<file path="src/rtl/branch_resolve.sv">
// Branch resolution at commit: records branch-unit outcomes per ROB entry and,
// under a static not-taken policy, flushes and redirects fetch when a taken
// branch commits.
module branch_resolve #(
    parameter int unsigned IDX_W = 4,
    parameter int unsigned PC_W  = 16
) (
    input  logic             clk,
    input  logic             rst_n,
    input  logic             br_valid,
    input  logic [IDX_W-1:0] br_rob_index,
    input  logic [PC_W-1:0]  br_target,
    input  logic             br_taken,
    input  logic             cmt_valid,
    input  logic [IDX_W-1:0] cmt_rob_index,
    input  logic             cmt_is_branch,
    output logic             cmt_stall,
    output logic             flush,
    output logic             redirect_valid,
    output logic [PC_W-1:0]  redirect_pc,
    input  logic             redirect_ready,
    output logic [15:0]      taken_count
);

    localparam int unsigned ENTRIES = 1 << IDX_W;

    typedef enum logic [0:0] {StIdle, StRedirect} state_e;

    state_e            state_q, state_d;
    logic              flush_q, flush_d;
    logic              redirect_valid_q, redirect_valid_d;
    logic [PC_W-1:0]   redirect_pc_q, redirect_pc_d;
    logic [15:0]       taken_count_q, taken_count_d;

    logic              res_q   [ENTRIES];
    logic              res_d   [ENTRIES];
    logic              taken_q [ENTRIES];
    logic              taken_d [ENTRIES];
    logic [PC_W-1:0]   tgt_q   [ENTRIES];
    logic [PC_W-1:0]   tgt_d   [ENTRIES];

    logic              commit_br;
    logic              bypass;
    logic              look_res;
    logic              look_taken;
    logic [PC_W-1:0]   look_tgt;

    // Outcome seen by the committing branch; a same-cycle result overrides the table
    always_comb begin
        commit_br  = cmt_valid & cmt_is_branch;
        bypass     = br_valid & (br_rob_index == cmt_rob_index);
        look_res   = res_q[cmt_rob_index];
        look_taken = taken_q[cmt_rob_index];
        look_tgt   = tgt_q[cmt_rob_index];
        if (bypass) begin
            look_res   = 1'b1;
            look_taken = br_taken;
            look_tgt   = br_target;
        end
    end

    // Next-state, table update and commit stall
    always_comb begin
        state_d          = state_q;
        flush_d          = 1'b0;
        redirect_valid_d = redirect_valid_q;
        redirect_pc_d    = redirect_pc_q;
        taken_count_d    = taken_count_q;
        res_d            = res_q;
        taken_d          = taken_q;
        tgt_d            = tgt_q;
        cmt_stall        = 1'b0;

        unique case (state_q)
            StIdle: begin
                if (br_valid) begin
                    res_d[br_rob_index]   = 1'b1;
                    taken_d[br_rob_index] = br_taken;
                    tgt_d[br_rob_index]   = br_target;
                end
                if (commit_br) begin
                    if (!look_res) begin
                        cmt_stall = 1'b1;
                    end else if (look_taken) begin
                        // Mispredict: everything younger is squashed, so all
                        // recorded outcomes (including this cycle's) are stale.
                        flush_d          = 1'b1;
                        redirect_valid_d = 1'b1;
                        redirect_pc_d    = look_tgt;
                        taken_count_d    = taken_count_q + 16'd1;
                        for (int i = 0; i < ENTRIES; i++) begin
                            res_d[i] = 1'b0;
                        end
                        state_d = StRedirect;
                    end else begin
                        // Consumed: a later write to this index may be a new branch
                        res_d[cmt_rob_index] = 1'b0;
                    end
                end
            end
            StRedirect: begin
                // Results arriving now belong to squashed work and are dropped
                cmt_stall = cmt_valid;
                if (redirect_ready) begin
                    redirect_valid_d = 1'b0;
                    state_d          = StIdle;
                end
            end
            default: state_d = StIdle;
        endcase
    end

    // State registers with synchronous active-low reset
    always_ff @(posedge clk) begin
        if (!rst_n) begin
            state_q          <= StIdle;
            flush_q          <= 1'b0;
            redirect_valid_q <= 1'b0;
            redirect_pc_q    <= '0;
            taken_count_q    <= '0;
            for (int i = 0; i < ENTRIES; i++) begin
                res_q[i]   <= 1'b0;
                taken_q[i] <= 1'b0;
                tgt_q[i]   <= '0;
            end
        end else begin
            state_q          <= state_d;
            flush_q          <= flush_d;
            redirect_valid_q <= redirect_valid_d;
            redirect_pc_q    <= redirect_pc_d;
            taken_count_q    <= taken_count_d;
            res_q            <= res_d;
            taken_q          <= taken_d;
            tgt_q            <= tgt_d;
        end
    end

    assign flush          = flush_q;
    assign redirect_valid = redirect_valid_q;
    assign redirect_pc    = redirect_pc_q;
    assign taken_count    = taken_count_q;

endmodule

</file>
<file path="config.mk">
export PLATFORM = sky130hd
export DESIGN_NAME = branch_resolve
export DESIGN_NICKNAME = d
export VERILOG_FILES = /design/src/rtl/branch_resolve.sv
export SDC_FILE = /design/constraint.sdc
export NUM_CORES = 1
export LEC_CHECK = 0
export CORE_ASPECT_RATIO = 2
export CORE_UTILIZATION = 25
export DETAILED_ROUTE_END_ITERATION = 8
export GPL_ROUTABILITY_DRIVEN = 0
export GPL_TIMING_DRIVEN = 0
export PLACE_DENSITY = 0.5
export SYNTH_ARGS = -nofsm -noshare
export SYNTH_HDL_FRONTEND = slang
export SYNTH_SLANG_ARGS = --single-unit
export TNS_END_PERCENT = 20
</file>
<file path="constraint.sdc">
create_clock -name clk -period 3.2 [get_ports clk]
set_input_delay 0.48 -clock clk [delete_from_list [all_inputs] [get_ports clk]]
set_output_delay 0.48 -clock clk [all_outputs]
set_load 0.005 [all_outputs]
</file>
==> results of run 1 <==
cells in the mapped netlist (3+ instances only):
| library cell | count | share of area, % |
|---|---|---|
| or4_1 | 5 | 0.27 |
| buf_6 | 4 | 0.32 |
| a211oi_1 | 9 | 0.48 |
| buf_2 | 20 | 0.71 |
| nand3_1 | 19 | 0.68 |
| nor2b_1 | 7 | 0.31 |
| mux2i_1 | 13 | 0.93 |
| nand2b_1 | 10 | 0.45 |
| nor3_1 | 11 | 0.39 |
| o31ai_1 | 5 | 0.27 |
| a21oi_1 | 297 | 11 |
| clkbuf_1 | 114 | 3.1 |
| nand2_1 | 603 | 16 |
| o41ai_1 | 4 | 0.25 |
| o311ai_0 | 3 | 0.19 |
| o22ai_1 | 3 | 0.13 |
| nor2_1 | 38 | 1.0 |
| mux4_2 | 84 | 13 |
| xnor2_1 | 4 | 0.25 |
| a311oi_1 | 22 | 1.4 |
| buf_4 | 3 | 0.16 |
| buf_1 | 7 | 0.19 |
| dfxtp_1 | 323 | 46 |
logic make-up after synthesis:
logic type / after synthesis
simple gates: 716
compound gates: 355
flops: 323
buf+inv: 151
mux: 97
xor+xnor: 4
fa+ha+maj: 1
report_power, final:
| group | total [W] | internal, W | switching [W] |
|---|---|---|---|
| Sequential | 0.00409 | 0.00406 | 0.0000242 |
| Clock | 0.00379 | 0.00213 | 0.00166 |
| Combinational | 0.000566 | 0.000167 | 0.000399 |
layout make-up:
| cell class | instances | area share, % |
|---|---|---|
| timing repair buffer | 45 | 2.71 |
| antenna | 1 | 0.0152 |
| multi-input combinational | 1173 | 42.3 |
| sequential | 323 | 39.4 |
| inverter | 2 | 0.0457 |
| tap | 744 | 5.67 |
| clock buffer | 30 | 4.37 |
| clock inverter | 22 | 1.77 |
| buffer | 149 | 3.81 |
per-stage QoR:
| stage | TNS, ns | setup WS, ns | instance area, sq um |
|---|---|---|---|
| 6_report | 0 | 0.0564 | 16400 |
| 5_1_grt | 0 | 0.00866 | 16400 |
| 4_1_cts | 0 | 0.00553 | 16400 |
| 3_5_place_dp | -24.49 | -0.637 | 15400 |
| 3_3_place_gp | -34.64 | -0.681 | 15400 |
| 2_1_floorplan | 0 | 0.756 | 14000 |
final timing paths:
check	start	endpoint	slack, ns	cells after the start
hold reg to reg	tgt_q[144]	tgt_q[144]	0.46	2
hold / removal	br_target[13]	tgt_q[61]	0.29	3
setup / recovery	cmt_rob_index[1]	cmt_stall	0.06	9
setup reg to reg	state_q	tgt_q[251]	0.45	7
worst max-delay path: stages:
cell and delay (ns):
dlygate4sd2_1 0.32, buf_6 0.23, mux2i_1 0.22, o22ai_1 0.11, a311o_1 0.40, nor3_1 0.17
a21oi_1 0.09, nor2b_1 0.13, clkdlybuf4s50_1 0.51
metal layers:
layer	GRT usage [%]	vias up	share of wire [%]
met3	1.19	112	2.6
met5	0	-	0
met2	36.7	272	61
met4	9.55	0	5.7
li1	-	5787	-
met1	13.9	5699	31
what timing repair did:
action | 4_1_cts | 5_1_grt
gates resized for setup | 3 | 0
endpoints found under the setup margin | 9 | 1
pin swaps | 0 | 1
buffers inserted | 0 | 0
hold endpoints to repair | 0 | 0
sequential cells by signal (all words and copies together) (netlist names):
register and count:
tgt_q 256, taken_q 16, state_q 1, res_q 16
taken_count 16, redirect_pc 16, flush 1, redirect_valid 1
==> run_results.csv, run 1 <==
group,metric,value,unit
logic_synthesis,seq_area_frac_synth,46.1,%
route,drtAntennaViolNets,0,
floorplanning,coreArea,0.0554,sq mm
power,power_density,514,mW/mm^2
logic_synthesis,synth_fa_ha_area_share,0.0892,%
route,drt_iter0_drc,612,
logic_synthesis,async_reset_ff_share,0,%
logic_synthesis,synthesis.area,0.0140,sq mm
clocking,cts-root-buf,"clkbuf_16",
clocking,clock-sinks,323,
finish,utilization,29.7,%
logic_synthesis,yosysUniqueCellTypes,52,
floorplanning,num_rows,122,
clocking,clk_latency,0.57,ns
sta,setup_viol,0,
sta,fmax,318,MHz
logic_synthesis,yosysWarnings,0,
route,viasPerCell,4.77,
finish,multiInputGateArea,0.00694,sq mm
floorplanning,start_util,25.3,%
status,status,"complete, no violations",
setup_path,critPathRequiredTime,2.72,ns
sta,post-route-min-period,3.14,ns
logic_synthesis,muxShareOfSynthArea,14.4,%
global_routing,first_global_vias,12600,
clocking,htreeDepth,1,
sta,fin_crit_sh,98.2,%
setup_path,critPathArrivalTime,2.66,ns
sta,fin_hold_ws,0.295,ns
finish,final.fill_count,5828,
clocking,numCtsBuffers,28,
logic_synthesis,synth_top_family_by_area,"simple AND/OR/NAND/NOR gates",
floorplanning,fp.dieW,169,um
finish,areaGrowthSynthToFinish,17.2,%
route,wl_per_cell,19.0,um
logic_synthesis,ys_ff_latch,323,
global_routing,overflow,0,
global_routing,grt_max_degree,18,
power,p_leak,5.01,nW
logic_synthesis,synth-main-ff-cell,"dfxtp_1",
route,vias,11900,
finish,final_cell_mix,"603 x nand2_1, 323 x dfxtp_1, 297 x a21oi_1",
place,io_buffers,43,
place,post-place-cells,2436,
min_path,min_path_type,"in -> reg",
sta,tightestPinTransition,0.980,ns
route,finalWirelength,47300,um
logic_synthesis,synth-xor-area-share,0.250,%
sta,slew_violations,0,
finish,final_common_cell,"nand2_1",
finish,drive_above_1_share,10.1,%
setup_path,endpoint_kind,"primary output",
power,vdd_drop_max,0.382,mV
global_routing,grt_usage,16.7,%
clocking,tritoncts,"yes",
global_routing,grt_pass1_wl,71900,um
setup_path,cp-start-kind,"input pin",
logic_synthesis,synth_edf_count,0,
logic_synthesis,yosys.area_share.simple,20.5,%
finish,final-instance-count-excl-fill,2489,
clocking,cts.clk_slew.worst_paths,0.07,ns
clocking,postCtsHoldBufs,0,
power,totalPowerFinal,0.00845,W
logic_synthesis,syn_nets,1679,
route,drtPass1Iterations,5,
logic_synthesis,syn-instance-count,1647,
sta,hold_viol,0,
floorplanning,pin_count,66,
logic_synthesis,synth_compound_area_share,14.1,%
setup_path,path_max_fanout,10,
route,remaining_drc_errors,0,
clocking,clk_path_buf_depth,3,
place,dp_hpwl,38800,um
setup_path,critPathKind,"in -> out",
floorplanning,die_y,337,um
finish,seq_area,0.00647,sq mm
sta,skew,0.0118,ns
global_routing,antenna_found_initial,1,
sta,relSlewSlack,34.3,%
floorplanning,die-area,0.0571,sq mm
logic_synthesis,syn_avg_cell_area,8.51,sq um
sta,rsz0062_at_grt,"no",
run,cap_violations,0,
finish,nets,1754,
Note: power is estimated with default switching activity, not from simulation.
==> run 2, diff against run 1 <==
- DONT_BUFFER_PORTS: default -> 1
- PLACE_DENSITY: 0.5 -> default
- REMOVE_ABC_BUFFERS: default -> 1
==> run 2 against run 1 <==
Compared with the run above: highest routed layer unchanged; maximum frequency rose by 4.2%; combinational power fell by 34%; worst hold slack worse by 0.28 ns; the run now ends with capacitance limit, slew limit left; sequential share of layout area increased by 1.5 points; critical endpoint is now res_q[13]; largest power group unchanged; sequential cell count did not move.
==> run_results.csv, run 2 (synthesized netlist as in run 1, its figures left out) <==
group,metric,value,unit
sta,fin_hold_ws,0.0163,ns
floorplanning,die_y,337,um
finish,areaGrowthSynthToFinish,13.0,%
global_routing,grt_usage,16.7,%
sta,fmax,331,MHz
clocking,clk_path_buf_depth,3,
min_path,hp-start,"rst_n",
setup_path,reg2reg_from,"res_q[0]",
floorplanning,coreArea,0.0554,sq mm
finish,regMostFlops,"tgt_q",
global_routing,grt_max_degree,163,
min_path,hold-path-cell-count,1,
setup_path,cp-start-kind,"flop",
power,vdd_drop_max,0.311,mV
setup_path,endpoint_kind,"flop",
clocking,numCtsBuffers,28,
clocking,cts_setup_buffers,0,
route,wl_met1,16100,um
global_routing,antenna_found_initial,0,
floorplanning,pin_count,66,
route,highest_layer,"met4",
power,p_leak,4.77,nW
route,wl_met3,3800,um
floorplanning,die-area,0.0571,sq mm
clocking,tritoncts,"yes",
setup_path,r2r_cells,5,
floorplanning,start_util,25.3,%
sta,relSlewSlack,-0.631,%
power,power_density,509,mW/mm^2
setup_path,path_max_fanout,16,
min_path,min_to,"state_q",
sta,skew,0.0272,ns
finish,n_antenna_cell,0,
finish,final_common_cell,"nand2_1",
finish,final_cell_mix,"603 x nand2_1, 323 x dfxtp_1, 297 x a21oi_1",
finish,largest_reg_flops,256,
route,finalWirelength,48300,um
route,wl_per_cell,20.8,um
clocking,cts.clk_slew.worst_paths,0.07,ns
route,remaining_drc_errors,0,
clocking,postCtsHoldBufs,0,
sta,hold_viol,0,
sta,rsz0062_at_grt,"no",
sta,tns,0,ns
sta,setup_viol,0,
floorplanning,fp.dieW,169,um
route,vias,12100,
floorplanning,num_rows,122,
route,drtAntennaViolNets,0,
clocking,clock-sinks,323,
sta,tightestPinTransition,1.51,ns
route,drtPass1Iterations,7,
setup_path,critPathKind,"reg -> reg",
global_routing,overflow,0,
global_routing,first_global_vias,11900,
place,io_buffers,0,
run,cap_violations,1,
sta,slew_violations,18,
global_routing,grt_pass1_wl,71500,um
sta,fin_crit_sh,94.3,%
setup_path,critPathArrivalTime,3.47,ns
route,drt_iter0_drc,1068,
route,viasPerCell,5.22,
finish,drive_above_1_share,11.4,%
place,dp_hpwl,29900,um
clocking,htreeDepth,1,
status,status,"complete, but fails checks",
sta,post-route-min-period,3.02,ns
min_path,min_path_type,"in -> reg",
setup_path,rrSetupSlack,0.18,ns
clocking,clk_latency,0.58,ns
setup_path,r2r-end,"res_q[13]",
status,failed_checks,"capacitance limit, slew limit",
setup_path,critPathRequiredTime,3.65,ns
finish,nets,1584,
route,route.met2.wl,25000,um
clocking,cts-root-buf,"clkbuf_16",
[run 2: what timing repair did]
action,CTS,global route
gates cloned,1,0
resized for setup,1,1
setup endpoints to repair,18,1
pin swaps,1,0
[run 2: layer usage]
layer  vias up  track usage (%)
li1       5435                -
met1      5933             17.0
met2       562             30.5
met3       165             2.79
met4         0             12.1
met5         -                0
[run 2: report_power, final]
group	switching [W]	internal, W
Clock	0.00159	0.00202
Combinational	0.000227	0.000144
Sequential	0.0000237	0.00407
[run 2: cell type report]
class                      count  area, sq um
clock buffer                  41          821
clock inverter                 9          126
fill                        5709        39600
inverter                       2         15.0
multi-input combinational   1174         7010
sequential                   323         6470
tap                          744          931
timing repair buffer          23          469
[run 2: stage by stage]
| stage | power (W) | setup slack, ns | std cells | cell area (sq um) | util [%] |
|---|---|---|---|---|---|
| after global routing | 0.00827 | 0.0823 | 2316 | 15800 | 28.6 |
| after CTS | 0.00809 | 0.0322 | 2316 | 15800 | 28.6 |
| after detailed placement | 0.00454 | -0.466 | 2265 | 14900 | 26.8 |
| after global placement | 0.00450 | -1.68 | 2242 | 14300 | 25.9 |
| final | 0.00807 | 0.183 | 2316 | 15800 | 28.6 |
| after floorplan | 0.00441 | 0.0492 | 1498 | 13400 | - |
[run 2: worst max-delay path: stages, from the launching register on]
cell and delay, ns:
dfxtp_1 0.31, mux4_2 0.47, a311o_1 0.52, o31ai_4 0.84
o21ai_2 0.40, a311oi_1 0.34
[run 2: worst max-delay path by stage]
stage,startpoint,to,slack [ns],cells after the start
after floorplan,rst_n,flush,0.05,2
after global placement,cmt_rob_index[1],redirect_pc[12],-1.68,6
after CTS,res_q[0],cmt_stall,0.03,5
after detailed placement,cmt_rob_index[1],redirect_pc[4],-0.47,6
after global routing,res_q[0],res_q[15],0.08,5
final,res_q[0],res_q[13],0.18,5
==> run 3, diff against run 2 <==
- CORE_ASPECT_RATIO: 2 -> 0.6
==> run 3 against run 2 <==
Compared with the run above: the run now ends clean; cell count grew 0.26%; wire length is 10% lower; worst hold slack improved by 0.015 ns; clock power increased by 8.9%; global-route usage shrank 1.7 points.
==> run_results.csv, run 3 (synthesized netlist as in run 1, its figures left out) <==
group,metric,value,unit
route,vias,11500,
sta,post-route-min-period,3.03,ns
clocking,numCtsBuffers,31,
clocking,clock-sinks,323,
global_routing,overflow,0,
floorplanning,pin_count,66,
clocking,post_cts_resized,0,
setup_path,critPathKind,"reg -> reg",
floorplanning,fp.dieW,308,um
status,status,"complete, no violations",
finish,nets,1583,
power,p_leak,4.78,nW
clocking,tritoncts,"yes",
clocking,clk_path_buf_depth,3,
route,drtPass1Iterations,6,
finish,regMostFlops,"tgt_q",
floorplanning,die-area,0.0571,sq mm
run,cap_violations,0,
route,drt_iter0_drc,1173,
route,wl_per_cell,18.7,um
route,viasPerCell,4.95,
route,remaining_drc_errors,0,
sta,fmax,330,MHz
floorplanning,num_rows,66,
route,finalWirelength,43400,um
finish,final_common_cell,"nand2_1",
clocking,postCtsHoldBufs,1,
setup_path,path_max_fanout,26,
floorplanning,start_util,25.6,%
floorplanning,die_y,185,um
global_routing,grt_pass1_wl,66100,um
global_routing,first_global_vias,11100,
setup_path,critPathRequiredTime,3.66,ns
min_path,min_path_type,"in -> reg",
setup_path,r2r_cells,5,
finish,areaGrowthSynthToFinish,12.6,%
sta,slew_violations,0,
finish,drive_above_1_share,11.6,%
setup_path,worst-path-stages,5,
setup_path,critPathArrivalTime,3.49,ns
finish,largest_reg_flops,256,
finish,final_cell_mix,"603 x nand2_1, 323 x dfxtp_1, 297 x a21oi_1",
clocking,clk_latency,0.58,ns
global_routing,antenna_found_initial,0,
finish,n_antenna_cell,0,
place,io_buffers,0,
clocking,cts.clk_slew.worst_paths,0.07,ns
sta,skew,0.0165,ns
setup_path,endpoint_kind,"flop",
sta,setup_viol,0,
global_routing,grt_usage,15.0,%
sta,rsz0062_at_grt,"no",
sta,fin_hold_ws,0.0312,ns
setup_path,cp-start-kind,"flop",
setup_path,critPathLaunch,"res_q[0]",
min_path,hold-path-cell-count,1,
setup_path,cpPeakStageDelay,0.84,ns
setup_path,cp_num_buf_inv,0,
min_path,hp-start,"rst_n",
power,totalPowerFinal,0.00836,W
floorplanning,coreArea,0.0548,sq mm
global_routing,grt_max_degree,154,
sta,relSlewSlack,7.22,%
clocking,htreeDepth,1,
setup_path,rrSetupSlack,0.17,ns
setup_path,crit_chain,"mux4_2 -> a311o_1 -> o31ai_4 -> nor2_2 -> a311oi_1",
power,power_density,530,mW/mm^2
clocking,cts_setup_buffers,0,
sta,hold_viol,0,
power,vdd_drop_max,0.370,mV
sta,tightestPinTransition,1.39,ns
setup_path,critPathSlowestCell,"o31ai_4",
clocking,cts-root-buf,"clkbuf_16",
setup_path,reg2reg_from,"res_q[0]",
route,drtAntennaViolNets,0,
place,dp_hpwl,27700,um
sta,fin_crit_sh,94.7,%
setup_path,critical-path-top-delay-family,"compound AO/OA/AOI/OAI gates",
==> run 3: cell count changes in the layout (fill, tap and decap cells not counted), moves of 2 or more <==
cell and change:
clkinv_2 +3, buf_6 -5, clkbuf_1 -4, buf_16 -11, clkbuf_16 +2, buf_8 +12, clkbuf_8 +4
==> run 3: worst paths after layout <==
path / end
setup / recovery: redirect_pc[11]
hold / removal: redirect_valid
setup reg to reg: redirect_pc[11]
hold reg to reg: tgt_q[221]
==> run 3: layout make-up <==
class	instances	area, sq um
fill	5625	39000
multi-input combinational	1173	6980
sequential	323	6470
tap	748	936
clock buffer	43	911
timing repair buffer	20	300
clock inverter	13	175
inverter	2	15.0
==> run 3: per-stage QoR <==
stage / util (%) / setup WS, ns / instance area, sq um / cells / setup TNS [ns]
after floorplan: - / 0.0492 / 13400 / 1498 / 0
after global routing: 28.8 / 0.0772 / 15800 / 2322 / 0
after detailed placement: 26.8 / -0.0468 / 14700 / 2265 / -0.304
after global placement: 26.2 / -1.17 / 14300 / 2246 / -315.37
final: 28.8 / 0.170 / 15800 / 2322 / 0
after CTS: 28.8 / 0.228 / 15800 / 2322 / 0
==> run 3: per-layer routing <==
metal / share of wire [%] / track usage, % / vias up
met4: 2.3 / 3.90 / 0
met2: 44 / 23.6 / 442
met5: 0 / 0 / -
met3: 10 / 4.27 / 77
met1: 43 / 20.0 / 5538
li1: - / - / 5441
==> run 3: worst register-to-register path, cell delays in order, from the launching register on <==
cell	delay, ns
dfxtp_1	0.32
mux4_2	0.47
a311o_1	0.46
o31ai_4	0.84
nor2_2	0.49
a311oi_1	0.35
==> run 3: power by group <==
group	total, W	internal (W)	switching [W]
Combinational	0.000343	0.000136	0.000208
Clock	0.00393	0.00230	0.00162
Sequential	0.00409	0.00407	0.0000238
==> edit 1 (flow settings as in run 1) <==
Reset style: asynchronous (`rst_n`), changed in one clocked block. Comments in the files are not updated.
--- a/src/rtl/branch_resolve.sv
+++ b/src/rtl/branch_resolve.sv
@@ -113,3 +113,3 @@
     // State registers with synchronous active-low reset
-    always_ff @(posedge clk) begin
+    always_ff @(posedge clk or negedge rst_n) begin
         if (!rst_n) begin
Behaviour: differs if rst_n is asserted again (counterexample within 4 cycles, from zero or initial values and one cycle with rst_n low); with rst_n held inactive, the same outputs for 4 cycles.
==> edit 1 against run 1 <==
Wire length shrank 7.0%; sequential cell count is the same; count of clock-buffer cells in the layout grew 11; register-to-register slack lost 0.28 ns; worst setup slack gained 0.069 ns; global-route usage shrank 1.9 points; via count shrank 26%; area after synthesis grew 5.8%; final area grew 7.1%.
Power is not compared: it rests on default switching activity, and its combinational part moved more than twofold at a synthesized area within 25%.
==> edit 1: results (changes against run 1) <==
Setup path
  • Start point of the critical path: br_valid
  • R2R cell count: 6 (-1)
  • R2R Setup Slk: 0.17 ns (-0.28 ns)
  • CP Depth: 7 (-2)
  • CP arrival: 3.51 ns (+0.85 ns)
  • R2R Path Start: state_q$_DFF_PN0_
  • Crit-path slowest cell: clkbuf_1

Placement
  • DP Area: 0.0165 mm2 (+7.2%)
  • HPWL after DPL: 30200 um (-22%)
  • Port Buffer Count: 60 (+40%)
  • Placed insts: 1790 (-27%)

Cells and area
  • Ant diodes: 0 (-1)
  • Share of cells above drive strength 1: 43.7% (+34 points)

Status
  • Status: finished clean

CTS
  • Inserted Clock Buffers: 29 (+3.6%)
  • PostCTS Resize Cnt: 6 (+3)
  • Hold buffers post-CTS: 1 (+1)

Global routing
  • Largest net degree at the start of global routing: 122 (+104)
  • Initial antenna violation count: 0 (-1)
  • GR met2 Demand/Resource: 29.0% (-7.7 points)

Timing
  • Worst Skew: 0.0147 ns (+0.00287 ns)
  • Worst setup margin: 0.126 ns (+0.0694 ns)

Synth
  • Synth cell types: 43 (-17%)
  • Mean area per synthesized cell: 15.5 um2 (+82%)
  • Top FF cell, synth: dfrtp_1

Routing
  • DR WL/cell: 23.9 um (+26%)
  • Met3 WL: 1340 um (+9.9%)
  • Initial DRT Pass Iterations: 4 (-1)
  • DR vias/cell: 4.74 (-0.53%)
  • Routed length on met2: 25200 um (-12%)
  • Iteration-0 DRC Markers: 487 (-20%)
-- edit 1: cell count changes after synthesis, sizes merged, moves of 9 or more --
cell     delta
a211oi      -9
a21oi     -282
a2bb2oi    +10
a311oi     -22
buf        -13
clkbuf     -68
dfrtp     +323
dfxtp     -323
inv        +16
mux2      +295
mux2i      -13
nand2     -575
nor2       -29
xor2       +15
-- edit 1: cell type report --
| cell class | count | area, um2 | area share [%] |
|---|---|---|---|
| flip-flops and latches | 323 | 8080 | 45.9 |
| clock inverters | 12 | 189 | 1.07 |
| inverters | 18 | 67.6 | 0.384 |
| clock buffers | 41 | 861 | 4.89 |
| repair buffers | 66 | 718 | 4.08 |
| well taps | 768 | 961 | 5.46 |
| plain buffers | 67 | 295 | 1.68 |
| multi-input cells | 548 | 6420 | 36.5 |
-- edit 1: logic make-up after synthesis --
logic type      share of synthesized area, %
mux                                     36.3
flops                                   54.5
simple gates                            3.16
buf+inv                                 2.44
compound gates                          2.58
xor+xnor                               0.944
fa+ha+maj                             0.0843
-- edit 1: final timing paths --
kind	endpoint
worst max register to register	tgt_q[22]$_DFFE_PN0P_
max in group asynchronous	tgt_q[6]$_DFFE_PN0P_
min in group asynchronous	taken_count[1]$_DFFE_PN0P_
worst min register to register	taken_count[15]$_DFFE_PN0P_
worst max-delay path	tgt_q[22]$_DFFE_PN0P_
worst min-delay path	res_q[8]$_DFFE_PN0N_
-- edit 1: power by group through the flow --
stage	registers (mW)	clock network [mW]	logic [mW]
2_1_floorplan	5.73	0	2.07
3_3_place_gp	5.90	0	2.87
3_5_place_dp	5.95	0	2.95
4_1_cts	5.88	4.01	2.96
5_1_grt	6.03	4.16	3.14
6_report	5.88	3.89	2.91
-- edit 1: tightest hold or removal path: cells and delay by family --
family          cells  cell delay, ns
buf+inv             1            0.16
simple gates        1            0.14
compound gates      1            0.11
==> edit 2 (flow settings as in run 1) <==
Without the edit above. Change the parameter `PC_W` from 16 to 24.
--- a/src/rtl/branch_resolve.sv
+++ b/src/rtl/branch_resolve.sv
@@ -5,3 +5,3 @@
     parameter int unsigned IDX_W = 4,
-    parameter int unsigned PC_W  = 16
+    parameter int unsigned PC_W  = 24
 ) (
Interface: changed (resized br_target and redirect_pc); port bits go from 66 to 82. No check against the original RTL was run, so the function may have changed too.
==> edit 2 against run 1 <==
Combinational power is 61% higher; utilization is 0.15 points lower; synthesized cell count is 36% higher; wire length is 76% higher; area after synthesis is 41% higher; critical path type is now in -> reg; power is 43% higher; critical endpoint is now redirect_pc[8]$_SDFFE_PN0P_; sequential power is 42% higher; global-route usage is 3.8 points higher; sequential cell count is 136 higher; final area is 40% higher; worst setup slack better by 0.080 ns.
==> edit 2: results (changes against run 1) <==
Pwr
  • Seq. pwr: 5.82 mW (+42%)
  • LEAKAGE: 7.11 nW (+42%)
  • Clock share of power: 44.4% (-0.5 points)
  • Clock group total power: 5.37 mW (+42%)
  • Max rail drop VDD: 0.308 mV (-19%)
  • Switching part of the total power: 25.5% (+0.83 points)

Global routing
  • Largest net degree at the start of global routing: 16 (-2)
  • Tot GR Track Use: 20.5% (+3.8 points)
  • Initial antenna violation count: 3 (+2)
  • Global-route wire length before repair: 119000 um (+65%)
  • Vias in the first global route: 17400 (+37%)

Synth
  • Synthesized net count: 2278 (+36%)
  • Synth top cells by count: 703 x nand2_1, 459 x dfxtp_1, 385 x a21oi_1, 178 x clkbuf_1, 121 x mux4_2
  • Seq/Total Area, Yosys: 46.4% (+0.26 points)
  • Main area contributors after synthesis: dfxtp_1 46%, mux4_2 14%, nand2_1 13%, a21oi_1 9.7%, clkbuf_1 3.4%
  • Post-Syn Instances: 2238 (+36%)
  • Synth warn: 0 (unchanged)
  • Synth cell types: 51 (-1.9%)
  • Top FF cell, synth: dfxtp_1

Cells and area
  • Final Non-Filler Cells: 3397 (+36%)
  • Max reg flops: 384 (+50%)
  • Final nets: 2377 (+36%)
  • Share of cells above drive strength 1: 10.7% (+0.59 points)

Placement
  • Placed insts: 3320 (+36%)
  • HPWL after DPL: 63000 um (+62%)
  • Pre-CTS worst setup slack: -0.393 ns (+0.244 ns)
  • DP Area: 0.0216 mm2 (+40%)
  • Port Buffer Count: 51 (+19%)

Min path
  • Worst Hold Class: in -> reg

Setup path
  • CP arrival: 3.49 ns (+0.83 ns)
  • Crit-path slowest cell: clkbuf_1
  • Max incr delay on CP: 1.03 ns (+0.52 ns)

Routing
  • Iteration-0 DRC Markers: 1064 (+74%)
  • DR vias/cell: 5.02 (+5.3%)
  • DRT Wirelength: 83000 um (+76%)

Timing
  • Worst Skew: 0.0268 ns (+0.0150 ns)
  • Rel. slew slack: 13.1% (-21 points)

Status
  • Status: finished clean

CTS
  • Root Driver: clkbuf_16
  • Inserted Clock Buffers: 42 (+50%)
  • Number of H-tree levels: 2 (+1)
==> edit 2: worst min-delay path, delay by kind of cell <==
| kind | cells | cell delay [ns] |
|---|---|---|
| buffers and inverters | 1 | 0.21 |
| AND/OR/NAND/NOR | 1 | 0.11 |
| AO/OA/AOI/OAI | 1 | 0.06 |
==> edit 2: cells by family after synthesis <==
family,Yosys count,synth area share [%]
compound gates,449,12.4
buf+inv,230,4.80
xor+xnor,5,0.221
fa+ha+maj,1,0.0631
simple gates,913,18.7
mux,181,17.4
flops,459,46.4
==> edit 2: path summary, 6_finish.rpt <==
kind | to | startpoint | slack, ns | cells past startpoint
max reg2reg | redirect_pc[12]$_SDFFE_PN0P_ | res_q[8]$_SDFFE_PN0N_ | 0.27 | 8
min | tgt_q[21]$_SDFFE_PN0P_ | br_target[21] | 0.33 | 3
min reg2reg | taken_q[10]$_SDFFE_PN0P_ | taken_q[10]$_SDFFE_PN0P_ | 0.45 | 2
max | redirect_pc[8]$_SDFFE_PN0P_ | cmt_rob_index[3] | 0.14 | 6
==> edit 2: timing repair <==
item / 4_1_cts / 5_1_grt
endpoints found under the setup margin: 1 / 0
buffers inserted: 2 / 0
gates resized for setup: 4 / 0
==> edit 2: cell type report <==
class                           instances  area (um2)
Fill cell                            8274       55100
Clock buffer                           65        1280
Tap cell                             1029        1290
Buffer                                220         916
Clock inverter                          8         121
Multi-Input combinational cell       1549        9690
Antenna cell                            2        5.00
Inverter                               10        37.5
Timing Repair Buffer                   55         547
Sequential cell                       459        9190
==> edit 2: routing by layer <==
layer  routed length, um  track usage [%]
met5                  22                0
met4                7360             16.8
met3                3700             2.99
met2               46100             40.9
met1               25900             17.8
